<file path="config.mk">
export PLATFORM = sky130hd
export DESIGN_NAME = stream_fanout_page
export DESIGN_NICKNAME = d
export VERILOG_FILES = /design/src/rtl/stream_fanout_pkg.sv /design/src/rtl/stream_fanout_q.sv /design/src/rtl/stream_fanout_page.sv
export SDC_FILE = /design/constraint.sdc
export NUM_CORES = 1
export LEC_CHECK = 0
export ABC_AREA = 1
export CORE_MARGIN = 2
export CORE_UTILIZATION = 50
export CTS_CLUSTER_DIAMETER = 40
export DETAILED_ROUTE_END_ITERATION = 16
export GPL_TIMING_DRIVEN = 0
export HOLD_SLACK_MARGIN = 0.1
export PLACE_DENSITY = 0.74
export SYNTH_ARGS = -nofsm -noshare
export SYNTH_HDL_FRONTEND = slang
export SYNTH_SLANG_ARGS = --single-unit
</file>
<file path="constraint.sdc">
create_clock -name clock -period 2.6 [get_ports clock]
set_input_delay 0.39 -clock clock [delete_from_list [all_inputs] [get_ports clock]]
set_output_delay 0.39 -clock clock [all_outputs]
set_load 0.02 [all_outputs]
</file>
<file path="src/rtl/stream_fanout_pkg.sv">
// Shared definitions for the stream_fanout_page block: FSM state encoding
// and the layout of a queued token ({e, d}).
package stream_fanout_pkg;

  typedef enum logic {
    ST_DISPATCH = 1'b0,
    ST_BCAST    = 1'b1
  } state_t;

  // Data occupies the low DW bits of a token; the end-of-stream flag sits directly above it.
  localparam int TOK_D_LSB = 0;

  function automatic int tok_e_idx(input int dw);
    return TOK_D_LSB + dw;
  endfunction

endpackage

</file>
<file path="src/rtl/stream_fanout_q.sv">
// stream_fanout_q: DEPTH-entry token FIFO (DEPTH a power of two) with
// registered occupancy count. Push is ignored when full, pop when empty.
module stream_fanout_q
  import stream_fanout_pkg::*;
#(
  parameter int W     = 10,
  parameter int DEPTH = 4
) (
  input  logic                   clock,
  input  logic                   reset,
  input  logic                   i_push,
  input  logic [W-1:0]           i_data,
  input  logic                   i_pop,
  output logic [W-1:0]           o_head,
  output logic                   o_full,
  output logic                   o_empty,
  output logic [$clog2(DEPTH):0] o_count
);

  localparam int AW = $clog2(DEPTH);
  localparam int CW = AW + 1;

  logic [W-1:0]  r_mem [DEPTH];
  logic [AW-1:0] r_wr;
  logic [AW-1:0] r_rd;
  logic [CW-1:0] r_count;
  logic          w_do_push;
  logic          w_do_pop;

  assign o_full    = (r_count == CW'(DEPTH));
  assign o_empty   = (r_count == '0);
  assign o_count   = r_count;
  assign o_head    = r_mem[r_rd];
  assign w_do_push = i_push && !o_full;
  assign w_do_pop  = i_pop && !o_empty;

  // Storage array: written on push, never reset (only the pointers matter).
  always_ff @(posedge clock) begin
    if (w_do_push) r_mem[r_wr] <= i_data;
  end

  // Pointers and occupancy; a simultaneous push and pop leaves the count unchanged.
  always_ff @(posedge clock) begin
    if (!reset) begin
      r_wr    <= '0;
      r_rd    <= '0;
      r_count <= '0;
    end else begin
      if (w_do_push) r_wr <= r_wr + 1'b1;
      if (w_do_pop)  r_rd <= r_rd + 1'b1;
      case ({w_do_push, w_do_pop})
        2'b10:   r_count <= r_count + 1'b1;
        2'b01:   r_count <= r_count - 1'b1;
        default: r_count <= r_count;
      endcase
    end
  end

endmodule

</file>
<file path="src/rtl/stream_fanout_page.sv">
// stream_fanout_page: single input token stream fanned out round-robin to
// NCH output channels through per-channel one-entry register slices.
// End-of-stream tokens are broadcast to every channel before the pointer
// restarts at channel 0.
// Optional build macro STREAM_FANOUT_LEVEL_EN adds the q_level output
// (registered FIFO occupancy).
module stream_fanout_page
  import stream_fanout_pkg::*;
#(
  parameter int DW    = 9,
  parameter int NCH   = 8,
  parameter int DEPTH = 4
) (
  input  logic              clock,
  input  logic              reset,
  input  logic [DW-1:0]     in_d,
  input  logic              in_e,
  input  logic              in_v,
  output logic              in_b,
  output logic [NCH*DW-1:0] out_d,
  output logic [NCH-1:0]    out_e,
  output logic [NCH-1:0]    out_v,
  input  logic [NCH-1:0]    out_b
`ifdef STREAM_FANOUT_LEVEL_EN
  ,
  output logic [$clog2(DEPTH):0] q_level
`endif
);

  localparam int CW    = $clog2(DEPTH) + 1;
  localparam int PW    = (NCH > 1) ? $clog2(NCH) : 1;
  localparam int TW    = DW + 1;
  localparam int E_IDX = tok_e_idx(DW);

  logic [TW-1:0]  w_tok_in;
  logic [TW-1:0]  w_head;
  logic           w_push;
  logic           w_pop;
  logic           w_full;
  logic           w_empty;
  logic [CW-1:0]  w_count;
  logic           w_head_e;
  logic [DW-1:0]  w_head_d;
  logic [NCH-1:0] w_loadable;
  logic [NCH-1:0] w_load;
  logic           w_load_e;
  logic [PW-1:0]  w_ptr_nxt;

  state_t         r_state;
  logic [PW-1:0]  r_ptr;
  logic [NCH-1:0] r_done;
  logic [NCH-1:0] r_v;
  logic [NCH-1:0] r_e;
  logic [NCH*DW-1:0] r_d;

  // Back-pressure is forced high during reset so nothing is accepted.
  assign in_b   = !reset || (w_count == CW'(DEPTH));
  assign w_push = in_v && reset && !w_full;

  // Pack the incoming token as {e, d}.
  always_comb begin
    w_tok_in                     = '0;
    w_tok_in[E_IDX]              = in_e;
    w_tok_in[TOK_D_LSB +: DW]    = in_d;
  end

  stream_fanout_q #(
    .W     (TW),
    .DEPTH (DEPTH)
  ) u_q (
    .clock   (clock),
    .reset   (reset),
    .i_push  (w_push),
    .i_data  (w_tok_in),
    .i_pop   (w_pop),
    .o_head  (w_head),
    .o_full  (w_full),
    .o_empty (w_empty),
    .o_count (w_count)
  );

`ifdef STREAM_FANOUT_LEVEL_EN
  assign q_level = w_count;
`endif

  assign w_head_e   = w_head[E_IDX];
  assign w_head_d   = w_head[TOK_D_LSB +: DW];
  assign w_loadable = ~r_v | ~out_b;
  assign w_ptr_nxt  = (r_ptr == PW'(NCH - 1)) ? '0 : r_ptr + 1'b1;

  // Decide which slices load this cycle and whether the FIFO head retires.
  always_comb begin
    w_load   = '0;
    w_pop    = 1'b0;
    w_load_e = 1'b0;
    case (r_state)
      ST_DISPATCH: begin
        if (!w_empty && !w_head_e && w_loadable[r_ptr]) begin
          w_load[r_ptr] = 1'b1;
          w_pop         = 1'b1;
        end
      end
      ST_BCAST: begin
        w_load   = w_loadable & ~r_done;
        w_load_e = 1'b1;
        // Retire the EOS in the same cycle the last channel takes its copy.
        w_pop    = &(r_done | w_load);
      end
      default: begin
        w_load = '0;
      end
    endcase
  end

  // Dispatch/broadcast FSM: round-robin pointer and broadcast done-mask.
  always_ff @(posedge clock) begin
    if (!reset) begin
      r_state <= ST_DISPATCH;
      r_ptr   <= '0;
      r_done  <= '0;
    end else begin
      case (r_state)
        ST_DISPATCH: begin
          if (!w_empty && w_head_e) begin
            r_state <= ST_BCAST;
            r_done  <= '0;
          end else if (w_pop) begin
            r_ptr <= w_ptr_nxt;
          end
        end
        ST_BCAST: begin
          if (w_pop) begin
            r_state <= ST_DISPATCH;
            r_ptr   <= '0;
            r_done  <= '0;
          end else begin
            r_done <= r_done | w_load;
          end
        end
        default: r_state <= ST_DISPATCH;
      endcase
    end
  end

  // Output register slices: load from the FIFO head, or empty when the consumer takes the token.
  always_ff @(posedge clock) begin
    if (!reset) begin
      r_v <= '0;
      r_e <= '0;
      r_d <= '0;
    end else begin
      for (int i = 0; i < NCH; i++) begin
        if (w_load[i]) begin
          r_v[i]           <= 1'b1;
          r_e[i]           <= w_load_e;
          r_d[i*DW +: DW]  <= w_head_d;
        end else if (!out_b[i]) begin
          r_v[i] <= 1'b0;
        end
      end
    end
  end

  assign out_v = r_v;
  assign out_e = r_e;
  assign out_d = r_d;

endmodule

</file>
; ---- Word level (Yosys, flattened, before mapping)
; Memory sizes are Yosys's and may differ from the RTL's. A register that Yosys moved wholly into a read port is not among the register bits.
; Index checks and enable logic that the tools add are counted.
[word_totals]
inputBits = 21
out_inout_bits = 89
regBits = 107
elab_cells = 120
memories = 1
mem_bits_rw = 40
[memory_table]
columns = memory, depth, width, read_ports, rd_clocked_by_memory_dff, write_ports, line_no
row1 = u_q.r_mem, 4, 10, 1, 1, 1, stream_fanout_q.sv:23  ; logic [W-1:0] r_mem [DEPTH];
[op_classes]
muxes = 41
n_lt_le_gt_ge = 2
n_reduce_logical = 17
eq_ne = 16
bitwise_logic = 8
n_addsub = 5
[op_table]
columns = cell, n
row1 = $pmux 8 s2, 2
row2 = $mux 1, 24
row3 = $mux 8, 3
row4 = $not 8->8, 3
row5 = $or 8x8->8, 3
row6 = $ne 2x1->1 const B, 10
row7 = $mux 3, 4
row8 = $pmux 3 s2, 2
row9 = $and 8x8->8, 1
row10 = $logic_and 1x1->1, 8
row11 = $reduce_and 8->1, 1
row12 = $add 3x1->3 const B, 2
row13 = $eq 3x3->1 const B, 2
row14 = $add 2x1->2 const B, 2
row15 = $logic_not 1->1, 4
row16 = $lt 3x4->1 const B, 1
row17 = $mux 2, 2
row18 = $ne 2x2->1 const B, 2
row19 = $pmux 1 s2, 2
row20 = $bmux 1 s3, 1
row21 = $demux 1 s3, 1
row22 = $ge 3x1->1 const B, 1
row23 = $logic_not 3->1, 1
row24 = $reduce_and 3->1, 1
row25 = 6 further kinds, 6

; ---- Logic depth before layout (Yosys ltp)
[logic_depth]
ltp_word = 10
ltp_mapped = 16
ltp_nobuf = 15

; ---- By module
; Synthesis repeated with hierarchy kept, for this count alone.
[unflattened]
cells_unflattened = 859
area_unflattened_um2 = 7083.0
[modules_own_cells]
columns = mod, instances, area_each_um2, cells_per_inst, seq_area_each_um2
row1 = stream_fanout_page, 1, 5099.9, 692, 2001.9
row2 = stream_fanout_q, 1, 1983.2, 167, 1381.3

; ---- Least setup slack after synthesis
; No wires, ideal clock.
[synth_timing]
path_type = flip-flop to flip-flop
from = register r_ptr[0]
to = register u_q.r_count[2], in the netlist u_q.o_count[2]
t_required_ps = 2478
synth_period_minus_slack_ps = 2294
t_arrival_ps = 2172
path_slack_ps = 306
stages_incl_launch_ff = 15
n_path_buf = 1
setup_time_ps = 122
path_cell_list = dfxtp_1 > buf_2 > inv_2 > nand3_1 > nor2_1 > nor2_4 > nand3_2 > a21oi_1 > ha_1 > inv_1 > fa_1 > a21oi_1 > o21ai_0 > o21ai_0 > a21oi_1
[synth_via]
elab_chain_len = 8
word_cells_on_any_way = 10
cone_classes = eq/ne (2) / mux (5) / reduce/logical (3)
[synth_lines]
columns = item, line_no
row1 = "start, declared", stream_fanout_page.sv:50  ; logic [PW-1:0] r_ptr;
row2 = "start signal, assigned", stream_fanout_page.sv:128  ; r_ptr <= w_ptr_nxt;
row3 = $bmux 1 s3 *, stream_fanout_page.sv:98  ; if (!w_empty && !w_head_e && w_loadable[r_ptr]) begin
row4 = $mux 1 (not written as such) *, stream_fanout_page.sv:98
row5 = $logic_and 1x1->1 *, stream_fanout_page.sv:98
row6 = $mux 1 *, stream_fanout_page.sv:98
row7 = $pmux 1 s2 *, stream_fanout_page.sv:96  ; case (r_state)
row8 = $logic_and 1x1->1 *, stream_fanout_q.sv:35  ; assign w_do_pop = i_pop && !o_empty;
row9 = named net u_q.w_do_pop, stream_fanout_q.sv:28  ; logic w_do_pop;
row10 = $eq 2x1->1 / $eq 2x2->1 (equally long branches), stream_fanout_q.sv:51  ; case ({w_do_push, w_do_pop})
row11 = $pmux 3 s2 / $reduce_bool 2->1 (equally long branches), -
row12 = "end signal, assigned", stream_fanout_q.sv:52  ; 2'b10: r_count <= r_count + 1'b1;
row13 = "end signal, assigned", stream_fanout_q.sv:53  ; 2'b01: r_count <= r_count - 1'b1;
row14 = "end signal, assigned", stream_fanout_q.sv:54  ; default: r_count <= r_count;
row15 = "end, declared", stream_fanout_q.sv:26  ; logic [CW-1:0] r_count;
; Mark *: on every way through the listed nets, which the timed path passes. The rest lies on a longest branch. The select of a mux whose other input is x is not followed.
; A chain may end at the register's enable or synchronous reset.

; ---- Worst setup path in the final report
[layout_timing]
from = input port reset
to = output port in_b
[layout_via]
elab_chain_len = 2
[layout_lines]
columns = item, line_no
row1 = "start, declared", stream_fanout_page.sv:15  ; input logic reset,
row2 = $logic_not 1->1, -
row3 = $logic_or 1x1->1, stream_fanout_page.sv:57  ; assign in_b = !reset || (w_count == CW'(DEPTH));
row4 = "end, declared", stream_fanout_page.sv:19  ; output logic in_b,
; Every way passes these cells.

==> summary.txt <==
Synthesis
  • Synth cell types: 28
  • Cell area after synthesis: 6010 um2
  • Leading area contributor after synthesis: dfxtp_1
  • Asr flop ratio synth: 0%
  • Synth Area in Adders: 1.79%
  • Simple-gate share of the synthesized area: 23.9%
  • Post-Synthesis Net Count: 754
  • Register area share after synthesis: 56.3%
  • Post-synth top flop: dfxtp_1
  • Synth Area in XOR/XNOR: 0%
  • Syn Inst Count: 725
  • Multiplexer share of the synthesized area: 0%
  • Largest family of logic cells by synthesized area: simple AND/OR/NAND/NOR gates
  • Synth top area share: 36.3%
  • Yosys warns: 0
  • Mean area per synthesized cell: 8.29 um2
  • Post-synth EDFFs: 40
  • Synth Area in Compound Gates: 10.9%
  • Synth area leaders: dfxtp_1 36%, edfxtp_1 20%, nor2_1 10%, nand2_1 7.9%, a21oi_1 4.2%
  • Post-synthesis register bit count: 149

Setup path
  • R2r setup slk: 0.18 ns
  • Crit path launch type: input pin
  • Worst path top cell family by delay: buffers and inverters
  • Worst Path Required: 2.21 ns
  • CP max FO: 10
  • Kind of critical path: input pin to primary output
  • R2r worst-path depth: 16
  • Crit path from: reset
  • CP Buf/Inv Count: 4
  • Critical path cell sequence: clkdlybuf4s50_1 > clkbuf_2 > clkbuf_2 > nand2_1 > clkdlybuf4s50_1
  • Crit path to: in_b
  • Worst endpoint data arrival time: 2.06 ns
  • Stages on the worst setup path: 5
  • Critical-path top delay cell: clkdlybuf4s50_1
  • CP max stage delay: 0.54 ns
  • FF-to-FF End: u_q.o_count[2]
  • Critical Path Sink Type: primary output

Outcome
  • Outcome: finished, final reports clean

Route
  • Post-route ant nets: 0
  • Routed wire length: 16600 um
  • Via count: 5386
  • DRT Pass-1 Iters: 5
  • Drt drc: 0
  • Wire per inst: 16.2 um
  • Via/cell ratio: 5.28
  • Detailed Route Iter0 Violations: 464

Place
  • Post-DP Area: 7290 um2
  • Placed insts: 981
  • Detailed placement HPWL: 11600 um
  • Port bufs: 109
  • DP Worst Slack: -0.351 ns
  • GPL Wtd Cong: 0.866

Power
  • Static Leak: 3.39 nW
  • Max rail drop VDD: 0.593 mV
  • Power per Cell Area: 1390 nW/um2

Timing
  • Worst hold slack: 0.465 ns
  • Final WS setup: 0.145 ns
  • Upper clock frequency limit: 0.407 GHz
  • Least-Margin Pin Slew: 1.26 ns
  • Clock Skew: 0.00705 ns
  • Hold Violations, Final: 0
  • Slew headroom: 16.1%
  • Final setup TNS: 0 ns
  • Period utilization: 94.4%
  • Fin crit period: 2.45 ns
  • # setup viols final: 0
  • Max Slew Vio Count: 0

Clocking
  • H-tree levels: 4
  • Clk buf depth: 2
  • Worst-Skew Late Latency: 0.42 ns
  • Worst-path clk slew: 0.06 ns
  • Number of hold buffers added after CTS: 0
  • CTS tree: built
  • CTS buffer count: 17
  • Root Driver: clkbuf_16
  • CTS sink cnt: 149

Global route
  • Remaining Overflow, GRT: 0
  • Vias in the first global route: 5156
  • All-Layer GR Usage: 25.8%
  • First-pass GRT wire length: 25700 um
  • Initial antenna violation count: 0
  • Largest net degree at the start of global routing: 17

Finish
  • Antenna diode count: 0
  • Nets: 890
  • Syn-to-layout area delta: 32.9%
  • Filler cells: 991
  • Fin area: 7990 um2
  • Finished Layout Cells: 1021
  • Share of layout cells above drive strength 1: 9.61%

Flow run
  • Max-cap violations: 0

Floorplanning
  • Core area: 11900 um2
  • Die Area: 12900 um2
  • Initial Utilization: 50.7%
  • Chip Height: 114 um
  • Core Rows: 40
  • Die width: 114 um
  • I/O Pins: 110

Min path
  • Worst hold path type: flip-flop to flip-flop
==> sequential cells by signal, summed over array words and instances (netlist names), named ones only <==
register     cells
r_ptr            3
u_q.r_wr         2
out_e            8
u_q.o_count      3
u_q.r_rd         2
u_q.r_mem       40
r_state          1
r_done           8
out_d           72
out_v            8
==> logic make-up after synthesis <==
kind of cell               after synthesis
and+or+nand+nor                        345
DFF                                    149
AOI/OAI and AO/OA                      125
buffers and inverters                   98
adders and majority gates                8
==> metrics by stage <==
stage	util, %	total power [W]
after floorplan	-	0.00635
after global placement	61.4	0.00819
after detailed placement	61.4	0.00832
after CTS	66.7	0.0109
after global routing	67.4	0.0117
final	67.4	0.0111
==> worst reg2reg max path, stage by stage (launching register included) <==
cell     delay (ns)
dfxtp_2        0.35
inv_2          0.05
buf_6          0.13
nand2_1        0.06
nand3_1        0.07
nand2_2        0.12
nand2_2        0.09
nor2_8         0.17
nand3_4        0.11
a21oi_2        0.14
ha_1           0.15
inv_1          0.09
fa_2           0.37
a21oi_2        0.13
o21ai_1        0.09
o21ai_1        0.13
a21oi_1        0.05
==> metal layers <==
metal  vias up  track usage, %  share of wire [%]  wire [um]
met5         -               0                  0          0
met4         0            9.92                2.4        398
met3        31            6.06                7.9       1300
met2       230            44.6                 49       8190
met1      2506            31.5                 40       6670
li1       2619               -                  -          -
==> synth_stat cells (3+ instances only) <==
cell,count
nand2_1,127
clkbuf_1,13
nand3_2,7
edfxtp_1,40
dfxtp_1,109
nand4_1,4
inv_2,9
buf_6,5
inv_1,55
a32oi_1,5
o22ai_1,8
a21oi_1,50
buf_2,9
ha_1,7
o21ai_0,26
o21ai_1,35
nand2_2,7
nand3_1,35
buf_4,3
nor2_1,161
==> layout make-up <==
type                    instances  area, um2  share of cell area, %
well taps                     147        184                   2.30
flip-flops and latches        149       3380                   42.4
inverters                      66        248                   3.10
clock inverters                11        154                   1.93
multi-input cells             478       2220                   27.8
plain buffers                  32        185                   2.32
repair buffers                117       1150                   14.4
clock buffers                  21        462                   5.78
==> cell usage in the layout (no fill, tap or decap), types with 10 or more instances in the layout <==
| master | netlist | final |
|---|---|---|
| edfxtp_1 | 40 | 40 |
| nand2_1 | 127 | 126 |
| nor2_1 | 161 | 161 |
| inv_1 | 55 | 54 |
| clkbuf_1 | 13 | 14 |
| dfxtp_1 | 109 | 108 |
| o21ai_1 | 35 | 37 |
| clkbuf_16 | 0 | 18 |
| o21ai_0 | 26 | 24 |
| nand3_1 | 35 | 35 |
| inv_2 | 9 | 10 |
| a21oi_1 | 50 | 48 |
| buf_4 | 3 | 12 |
| clkdlybuf4s50_1 | 0 | 109 |
==> where the power goes <==
part / internal, W / total, W / switching (W)
combinational: 0.00199 / 0.00504 / 0.00305
clock: 0.00165 / 0.00255 / 0.000907
sequential: 0.00308 / 0.00349 / 0.000409
==> worst min path at each step <==
stage | startpoint | end | slack, ns | cells past startpoint
global route | r_done[2] | r_done[2] | 0.50 | 2
CTS | out_e[7] | out_e[7] | 0.47 | 2
floorplan | u_q.o_count[0] | u_q.o_count[0] | 0.44 | 1
global placement | u_q.o_count[0] | u_q.o_count[0] | 0.46 | 1
finish | out_e[7] | out_e[7] | 0.46 | 2
detailed placement | out_e[7] | out_e[7] | 0.46 | 2
==> repair_timing <==
| action | CTS | global route |
|---|---|---|
| endpoints found under the setup margin | 2 | 1 |
| setup buffers | 0 | 8 |
| gates resized for setup | 3 | 10 |
| pin swaps | 0 | 5 |
Power figures use the tool's default switching activity.
